$ cat src/rtl/bev_sched_pkg.sv
// rtl/bev_sched_pkg.sv - shared scheduler state encoding and default vend timing
package bev_sched_pkg;

  typedef enum logic [2:0] {
    IDLE    = 3'd0,
    DISP    = 3'd1,
    CHG_ON  = 3'd2,
    CHG_GAP = 3'd3,
    DONE    = 3'd4
  } sched_state_e;

  localparam int DEF_N_REQ     = 4;
  localparam int DEF_CHG_W     = 3;
  localparam int DEF_DISP_CYC  = 4;
  localparam int DEF_PULSE_CYC = 2;
  localparam int DEF_GAP_CYC   = 2;

  function automatic int max3(input int a, input int b, input int c);
    int m;
    m = (a > b) ? a : b;
    return (m > c) ? m : c;
  endfunction

endpackage

$ cat src/rtl/beverage_dispense_scheduler_rr_arbiter.sv
// rtl/beverage_dispense_scheduler_rr_arbiter.sv - combinational round-robin pick starting at rr_ptr
module rr_arbiter #(
  parameter int N_REQ = 4
) (
  input  logic [N_REQ-1:0]         req,
  input  logic [$clog2(N_REQ)-1:0] rr_ptr,
  output logic [N_REQ-1:0]         gnt,
  output logic [$clog2(N_REQ)-1:0] gnt_idx,
  output logic                     gnt_valid
);

  localparam int IDX_W = $clog2(N_REQ);

  logic [IDX_W-1:0] cand;

  // Scan from the farthest candidate back to rr_ptr so the nearest set bit wins.
  always_comb begin
    gnt       = '0;
    gnt_idx   = '0;
    gnt_valid = 1'b0;
    cand      = '0;
    for (int k = N_REQ - 1; k >= 0; k--) begin
      cand = IDX_W'((int'(rr_ptr) + k) % N_REQ);
      if (req[cand]) begin
        gnt_idx   = cand;
        gnt_valid = 1'b1;
      end
    end
    if (gnt_valid) begin
      gnt = N_REQ'(1) << gnt_idx;
    end
  end

endmodule

$ cat src/rtl/beverage_dispense_scheduler.sv
// rtl/beverage_dispense_scheduler.sv - shares one dispense motor and change hopper between vending lanes
module beverage_dispense_scheduler
  import bev_sched_pkg::*;
#(
  parameter int N_REQ     = DEF_N_REQ,
  parameter int CHG_W     = DEF_CHG_W,
  parameter int DISP_CYC  = DEF_DISP_CYC,
  parameter int PULSE_CYC = DEF_PULSE_CYC,
  parameter int GAP_CYC   = DEF_GAP_CYC
) (
  input  logic                     clk,
  input  logic                     rst_n,
  input  logic [N_REQ-1:0]         req,
  input  logic [N_REQ*CHG_W-1:0]   chg_cnt,
  input  logic                     hopper_empty,
  output logic [N_REQ-1:0]         ack,
  output logic                     short,
  output logic [CHG_W-1:0]         short_cnt,
  output logic                     busy,
  output logic [$clog2(N_REQ)-1:0] grant_id,
  output logic                     motor_en,
  output logic                     collect,
  output logic                     change_out
);

  localparam int IDX_W = $clog2(N_REQ);
  localparam int PH_W  = $clog2(max3(DISP_CYC, PULSE_CYC, GAP_CYC)) + 1;

  sched_state_e     state_q, state_d;
  logic [PH_W-1:0]  phase_q, phase_d;
  logic [CHG_W-1:0] cnt_q, cnt_d;
  logic [IDX_W-1:0] grant_q, grant_d;
  logic [N_REQ-1:0] gnt_oh_q, gnt_oh_d;
  logic [IDX_W-1:0] rr_q, rr_d;
  logic             empty_q, empty_d;
  logic             busy_q, busy_d;
  logic             motor_q, motor_d;
  logic             chg_q, chg_d;
  logic [N_REQ-1:0] ack_q, ack_d;
  logic             short_q, short_d;
  logic [CHG_W-1:0] short_cnt_q, short_cnt_d;

  logic [N_REQ-1:0] arb_gnt;
  logic [IDX_W-1:0] arb_idx;
  logic             arb_valid;
  logic [CHG_W-1:0] sel_cnt;
  logic             go_chg;
  logic             go_done;

  rr_arbiter #(.N_REQ(N_REQ)) u_arb (
    .req       (req),
    .rr_ptr    (rr_q),
    .gnt       (arb_gnt),
    .gnt_idx   (arb_idx),
    .gnt_valid (arb_valid)
  );

  always_comb begin
    sel_cnt = '0;
    for (int i = 0; i < N_REQ; i++) begin
      if (arb_idx == IDX_W'(i)) begin
        sel_cnt = chg_cnt[i*CHG_W +: CHG_W];
      end
    end
  end

  always_comb begin
    state_d     = state_q;
    phase_d     = (phase_q != '0) ? phase_q - 1'b1 : phase_q;
    cnt_d       = cnt_q;
    grant_d     = grant_q;
    gnt_oh_d    = gnt_oh_q;
    rr_d        = rr_q;
    empty_d     = empty_q;
    busy_d      = busy_q;
    motor_d     = motor_q;
    chg_d       = chg_q;
    ack_d       = '0;
    short_d     = 1'b0;
    short_cnt_d = '0;
    go_chg      = 1'b0;
    go_done     = 1'b0;

    unique case (state_q)
      IDLE: begin
        if (arb_valid) begin
          grant_d  = arb_idx;
          gnt_oh_d = arb_gnt;
          cnt_d    = sel_cnt;
          state_d  = DISP;
          phase_d  = PH_W'(DISP_CYC - 1);
          busy_d   = 1'b1;
          motor_d  = 1'b1;
        end
      end
      DISP: begin
        if (phase_q == '0) begin
          motor_d = 1'b0;
          if (cnt_q != '0) go_chg = 1'b1;
          else             go_done = 1'b1;
        end
      end
      CHG_ON: begin
        // An empty hopper seen on entry abandons the remaining coins.
        if (empty_q) begin
          go_done     = 1'b1;
          short_d     = 1'b1;
          short_cnt_d = cnt_q;
        end else if (phase_q == '0) begin
          chg_d   = 1'b0;
          cnt_d   = cnt_q - 1'b1;
          state_d = CHG_GAP;
          phase_d = PH_W'(GAP_CYC - 1);
        end
      end
      CHG_GAP: begin
        if (phase_q == '0) begin
          if (cnt_q != '0) go_chg = 1'b1;
          else             go_done = 1'b1;
        end
      end
      DONE: begin
        state_d = IDLE;
        busy_d  = 1'b0;
        rr_d    = (grant_q == IDX_W'(N_REQ - 1)) ? '0 : grant_q + 1'b1;
      end
      default: state_d = IDLE;
    endcase

    // hopper_empty is looked at only on the edge that starts a coin.
    if (go_chg) begin
      state_d = CHG_ON;
      phase_d = PH_W'(PULSE_CYC - 1);
      empty_d = hopper_empty;
      chg_d   = ~hopper_empty;
    end
    if (go_done) begin
      state_d = DONE;
      ack_d   = gnt_oh_q;
      chg_d   = 1'b0;
      motor_d = 1'b0;
    end
  end

  always_ff @(posedge clk or negedge rst_n) begin
    if (!rst_n) begin
      state_q     <= IDLE;
      phase_q     <= '0;
      cnt_q       <= '0;
      grant_q     <= '0;
      gnt_oh_q    <= '0;
      rr_q        <= '0;
      empty_q     <= 1'b0;
      busy_q      <= 1'b0;
      motor_q     <= 1'b0;
      chg_q       <= 1'b0;
      ack_q       <= '0;
      short_q     <= 1'b0;
      short_cnt_q <= '0;
    end else begin
      state_q     <= state_d;
      phase_q     <= phase_d;
      cnt_q       <= cnt_d;
      grant_q     <= grant_d;
      gnt_oh_q    <= gnt_oh_d;
      rr_q        <= rr_d;
      empty_q     <= empty_d;
      busy_q      <= busy_d;
      motor_q     <= motor_d;
      chg_q       <= chg_d;
      ack_q       <= ack_d;
      short_q     <= short_d;
      short_cnt_q <= short_cnt_d;
    end
  end

  assign ack        = ack_q;
  assign short      = short_q;
  assign short_cnt  = short_cnt_q;
  assign busy       = busy_q;
  assign grant_id   = grant_q;
  assign motor_en   = motor_q;
  assign collect    = motor_q;
  assign change_out = chg_q;

endmodule

$ cat config.mk
export PLATFORM = sky130hd
export DESIGN_NAME = beverage_dispense_scheduler
export DESIGN_NICKNAME = d
export VERILOG_FILES = /design/src/rtl/bev_sched_pkg.sv /design/src/rtl/beverage_dispense_scheduler_rr_arbiter.sv /design/src/rtl/beverage_dispense_scheduler.sv
export SDC_FILE = /design/constraint.sdc
export NUM_CORES = 1
export LEC_CHECK = 0
export CAP_MARGIN = 15
export CORE_UTILIZATION = 25
export DETAILED_ROUTE_END_ITERATION = 10
export GPL_TIMING_DRIVEN = 0
export PLACE_DENSITY = 0.54
export SYNTH_ARGS = -nofsm -noshare
export SYNTH_HDL_FRONTEND = slang
export SYNTH_SLANG_ARGS = --single-unit
export TNS_END_PERCENT = 10
$ cat constraint.sdc
create_clock -name clk -period 5.9 [get_ports clk]
set_clock_uncertainty 0.05 [all_clocks]
set_input_delay 1.18 -clock clk [delete_from_list [all_inputs] [get_ports clk]]
set_output_delay 1.18 -clock clk [all_outputs]
set_load 0.01 [all_outputs]
Word-level counts from Yosys, hierarchy flattened
Index checks and enable logic that the tools add are counted.
{"block": "totals", "reg_bits": 29, "inputBits": 19, "output_inout_bits": 14, "elab_cells": 117}
{"block": "classes", "addsub": 6, "order_cmp": 4, "eq_ne": 18, "shift": 1, "muxes": 57, "n_bitwise": 1, "reduce_logical": 17}
{"cell": "2-to-1 mux 3 bit", "n": 19}
{"cell": "2-to-1 mux 1 bit", "n": 22}
{"cell": "nonzero test 3 bit", "n": 5}
{"cell": "< comparator 2 x 3 -> 1 bit (second input constant)", "n": 4}
{"cell": "inequality test 4 bit (second input constant)", "n": 3}
{"cell": "case mux 3 bit (2 select lines)", "n": 2}
{"cell": "2-to-1 mux 2 bit", "n": 5}
{"cell": "case mux 3 bit (3 select lines)", "n": 1}
{"cell": "binary-select mux 1 bit (select 2 bit)", "n": 4}
{"cell": "AND reduction 4 bit", "n": 2}
{"cell": "equality test 2 bit (second input constant)", "n": 3}
{"cell": "equality test 3 x 2 -> 1 bit (second input constant)", "n": 2}
{"cell": "logical NOT 3 bit", "n": 2}
{"cell": "inequality test 2 bit (second input constant)", "n": 3}
{"cell": "inequality test 3 x 1 -> 1 bit (second input constant)", "n": 2}
{"cell": "inequality test 3 bit (second input constant)", "n": 2}
{"cell": "case mux 1 bit (2 select lines)", "n": 3}
{"cell": "AND reduction 3 bit", "n": 2}
{"cell": "subtractor 3 x 1 -> 3 bit (second input constant)", "n": 2}
{"cell": "adder 2 x 1 -> 2 bit (second input constant)", "n": 2}
{"cell": "adder 2 bit (second input constant)", "n": 2}
{"cell": "2-to-1 mux 4 bit", "n": 1}
{"cell": "AND reduction 2 bit", "n": 2}
{"cell": "nonzero test 2 bit", "n": 2}
{"cell": "other kinds (7)", "n": 7}

Logic depth before layout (Yosys ltp)
{"block": "logic_depth", "ltp_word": 14, "ltp_mapped": 8, "mapped_depth_nobuf": 8}

Modules after synthesis
A second synthesis with hierarchy kept.
{"block": "hier_totals", "cells_unflattened": 160, "area_unflattened_um2": 1634.1}
{"module": "beverage_dispense_scheduler", "instances": 1, "cells_per_inst": 131, "area_per_inst_um2": 1451.4}
{"module": "rr_arbiter", "instances": 1, "cells_per_inst": 29, "area_per_inst_um2": 182.7}

Worst setup path after synthesis
No wires, ideal clock.
{"block": "synth_path", "kind": "in2reg", "start": "input req[1]", "end": "register cnt_q[0]", "setup_time_ns": 0.091, "arrival_time_ns": 2.297, "required_ns": 5.759, "slack_ns": 3.462, "stages": 6, "path_cell_list": "nor4_1 > or4_1 > clkbuf_2 > a21o_1 > or3_1 > o221ai_1"}
{"block": "synth_between", "elab_chain_cells": 13, "word_cells_on_any_way": 28, "classes_between": "eq/ne: 4; mux: 22; reduce/logical: 2"}
{"element": "start: declaration", "line": "beverage_dispense_scheduler.sv:13", "rtl": "input logic [N_REQ-1:0] req,"}
{"element": "binary-select mux 1 bit (select 2 bit)", "line": "beverage_dispense_scheduler_rr_arbiter.sv:24", "rtl": "if (req[cand]) begin"}
{"element": "2-to-1 mux 1 bit (not written as such)", "line": "beverage_dispense_scheduler_rr_arbiter.sv:24"}
{"element": "2-to-1 mux 2 bit (4 in a row)", "line": "beverage_dispense_scheduler_rr_arbiter.sv:24"}
{"element": "logical NOT 2 bit", "line": "beverage_dispense_scheduler.sv:61", "rtl": "if (arb_idx == IDX_W'(i)) begin"}
{"element": "2-to-1 mux 3 bit (4 in a row)", "line": "beverage_dispense_scheduler.sv:61"}
{"element": "2-to-1 mux 3 bit", "line": "beverage_dispense_scheduler.sv:86", "rtl": "if (arb_valid) begin"}
{"element": "case mux 3 bit (2 select lines)", "line": "beverage_dispense_scheduler.sv:84", "rtl": "unique case (state_q)"}
{"element": "end signal: assignment", "line": "beverage_dispense_scheduler.sv:163", "rtl": "cnt_q <= cnt_d;"}
{"element": "end: declaration", "line": "beverage_dispense_scheduler.sv:31", "rtl": "logic [CHG_W-1:0] cnt_q, cnt_d;"}
Several ways; a longest one is shown, not always the timed one. The select of a mux whose other input is x is not followed.
A chain may end at the register's enable or synchronous reset.

Final worst setup path
{"block": "layout_path", "start": "input req[3]", "end": "register grant_q[1] (netlist: grant_id[1])"}
{"block": "layout_between", "elab_chain_cells": 7, "word_cells_on_any_way": 17, "classes_between": "mux: 16; reduce/logical: 1"}
{"element": "binary-select mux 1 bit (select 2 bit)", "line": "beverage_dispense_scheduler_rr_arbiter.sv:24"}
{"element": "2-to-1 mux 1 bit (not written as such)", "line": "beverage_dispense_scheduler_rr_arbiter.sv:24"}
{"element": "2-to-1 mux 1 bit (4 in a row)", "line": "beverage_dispense_scheduler_rr_arbiter.sv:24"}
{"element": "AND reduction 2 bit (no line)"}
{"element": "end signal: assignment", "line": "beverage_dispense_scheduler.sv:164", "rtl": "grant_q <= grant_d;"}
{"element": "end: declaration", "line": "beverage_dispense_scheduler.sv:32", "rtl": "logic [IDX_W-1:0] grant_q, grant_d;"}
Several ways; a longest one is shown, not always the timed one. The select of a mux whose other input is x is not followed.

==> impl_metrics.py <==
metrics = {
    "outcome": {
        "outcome": "complete, no violations",
    },
    "sta": {
        "finalCriticalPeriod_ns": 3.01,
        "max_freq_ghz": 0.333,
        "tightest_slew_ns": 0.851,
        "rsz0062_at_grt": "false",
        "period_share": 0.510,
        "setup_viol": 0,
        "final_max_slew_viol_count": 0,
        "finalHoldViolCount": 0,
        "relSlewSlack": 0.431,
        "tns_ns": 0,
    },
    "synth": {
        "ys_seq_elements": 29,
        "yosysTopAreaCell": "dfrtp_1",
        "synth-adder-area-share": 0.0501,
        "synth_cell_types": 39,
        "postSynth.topFlopCell": "dfrtp_1",
        "syn_inst": 151,
        "synth_top_family_by_area": "simple AND/OR/NAND/NOR gates",
        "ys_seq_area_frac": 0.484,
        "synth_area_leaders": "dfrtp_1 (48%), ha_1 (5.0%), nand2_1 (4.0%)",
        "synth-simple-area-share": 0.221,
        "synth_edf_count": 0,
        "async_reset_ff_frac": 1.00,
        "synth_mux_area_frac": 0.0351,
        "synth.top_cell.area_share": 0.484,
        "synth_compound_gate_area_share": 0.168,
        "syn-cell-area_um2": 1500,
        "synth_xor_area_frac": 0,
        "syn_nets": 176,
        "synth.avg_cell_area_um2": 9.93,
        "yosys_warnings": 0,
    },
    "die": {
        "core_um2": 5640,
        "rows": 27,
        "die_h_um": 79.4,
        "start_util": 0.266,
        "ios": 33,
        "die_w_um": 79.4,
        "die_area_um2": 6310,
    },
    "clock_network": {
        "post_cts_buffers": 0,
        "clk_latency_ns": 0.28,
        "cts_buffers": 5,
        "h-tree-depth": 2,
        "cts_tree": "done",
        "clk_path_buf_depth": 2,
        "clkTransAtPathRegs_ns": 0.06,
        "clock-root-buffer": "clkbuf_8",
        "ctsHoldBuffers": 0,
        "cts_resized": 0,
        "clkSinkCount": 29,
    },
    "critical_path": {
        "arrival_ns": 3.10,
        "worstSetupPathType": "in -> reg",
        "crit_slowest_cell": "clkdlybuf4s50_1",
        "max_stage_delay_ns": 0.53,
        "path_cells": "clkdlybuf4s50_1 > nor4_1 > or4_1 > clkbuf_2 > clkbuf_1 > o21ai_0",
        "cp-start-kind": "input pin",
        "worstSetupEndpointType": "register",
        "required_ns": 5.99,
        "crit_fanout": 10,
        "path_buf_inv": 3,
        "critPathTopFamily": "buffers and inverters",
    },
    "drt": {
        "dr_total_vias": 1219,
        "drc_errors": 0,
        "drtPass1Iterations": 4,
        "drtIter0Drc": 39,
        "viasPerCell": 4.60,
        "wl_per_cell_um": 12.5,
        "wl_mm": 3.32,
        "antenna_left": 0,
    },
    "global_routing": {
        "antenna_found_initial": 0,
        "grt_max_degree": 18,
        "grt_pass1_wl_mm": 5.74,
        "overflow": 0,
        "track_usage": 0.123,
        "grt_pass1_vias": 1190,
    },
    "cells_and_area": {
        "n_fill_cell": 579,
        "final_layout_size_suffix_gt1_frac": 0.114,
        "num_antenna_cells": 0,
        "finalCoreUtilization": 0.362,
        "ff_latch_area_um2": 726,
        "fin_cells": 265,
        "area_delta_synth_final_pct": 36.3,
        "nets": 217,
        "multi_input_area_um2": 711,
    },
    "min_path": {
        "hold_path_class": "reg -> reg",
    },
    "placed_design": {
        "place_congestion": 0.769,
        "place_inst": 257,
        "dpl.hpwl_mm": 2.65,
        "place.port_buffers": 32,
    },
    "power_and_ir_drop": {
        "ir_drop_mv": 0.139,
        "powerDensity_nw_per_um2": 438,
        "finalPower_mw": 0.894,
        "p_leak_nw": 0.911,
    },
    "run": {
        "cap_violations": 0,
    },
}
==> metal layers <==
metal  vias to the layer above  part of all wire  global-route usage
met2                        28              0.46               0.186
li1                        614                 -                   -
met3                         6             0.040              0.0286
met5                         -                 0                   0
met4                         0             0.020              0.0600
met1                       571              0.48               0.164
==> registers in the layout, summed over array words and instances, names as in the netlist <==
signal      count
ack             4
gnt_oh_q        4
cnt_q           3
phase_q         3
short_cnt       3
state_q         3
grant_id        2
rr_q            2
busy            1
change_out      1
collect         1
empty_q         1
short           1
==> where the power goes <==
part	internal (mW)	switching, mW
clock	0.105	0.0744
sequential	0.270	0.0499
combinational	0.197	0.198
total	0.572	0.322
==> synth_stat cells, drive strengths merged, types with 2 or more instances <==
cell type,n
inv,10
a21o,3
o221a,2
and2,4
ha,6
nor3b,2
a21oi,2
and3,3
dfrtp,29
or2,2
nor2b,6
nand2b,7
clkbuf,4
nand3,4
o31ai,2
a211oi,3
o221ai,5
o21ai,10
mux2i,3
nor4,2
nor2,8
o21a,4
mux2,2
nand2,16
==> through the flow <==
step | instance area [um2] | setup WS (ns) | hold WS (ns)
after floorplan | 1500 | 3.46 | 0.381
after global placement | 1910 | 2.24 | 0.395
after detailed placement | 1940 | 2.59 | 0.399
after CTS | 2040 | 2.88 | 0.414
after global routing | 2040 | 2.64 | 0.446
final | 2040 | 2.89 | 0.407
==> placed cells by master (no fill, tap or decap), drive strengths merged, types with 3 or more instances in the layout <==
cell type,synthesis,routed
nor2b,6,6
mux2i,3,3
ha,6,6
a211oi,3,3
inv,10,10
clkdlybuf4s50,0,32
o21a,4,4
and3,3,3
o221ai,5,5
o21ai,10,10
nor2,8,8
clkbuf,4,11
and2,4,4
nand2,16,16
nand3,4,4
buf,1,3
nand2b,7,7
dfrtp,29,29
a21o,3,3
==> worst paths after layout <==
| check | depth (start not counted) | endpoint | slack [ns] | startpoint |
|---|---|---|---|---|
| worst min register to register | 2 | gnt_oh_q[0] | 0.41 | gnt_oh_q[0] |
| max in group asynchronous | 2 | busy | 3.91 | rst_n |
| worst max-delay path | 6 | grant_id[1] | 2.89 | req[3] |
| min in group asynchronous | 1 | cnt_q[0] | 1.34 | rst_n |
| worst min-delay path | 2 | gnt_oh_q[0] | 0.41 | gnt_oh_q[0] |
| worst max register to register | 7 | empty_q | 3.77 | phase_q[0] |
==> final cells by class <==
type / instances / area share
multi-input combinational: 107 / 0.348
sequential: 29 / 0.355
clock buffer: 7 / 0.0472
clock inverter: 1 / 0.00245
buffer: 5 / 0.0122
tap: 72 / 0.0441
inverter: 10 / 0.0184
timing repair buffer: 34 / 0.173
==> worst register-to-register path: stages, from the launching register on <==
cell and delay (ns):
dfrtp_1 0.39, inv_1 0.08, ha_1 0.16, nor2b_1 0.37
inv_1 0.16, or2_2 0.37, nand2b_4 0.18, mux2_2 0.27
==> logic make-up after synthesis <==
logic type	after synthesis
AND/OR/NAND/NOR	60
multiplexers	5
flip-flops	29
adder cells (fa/ha/maj)	6
buffers and inverters	15
AO/OA/AOI/OAI	36
(Power assumes the default switching activity.)
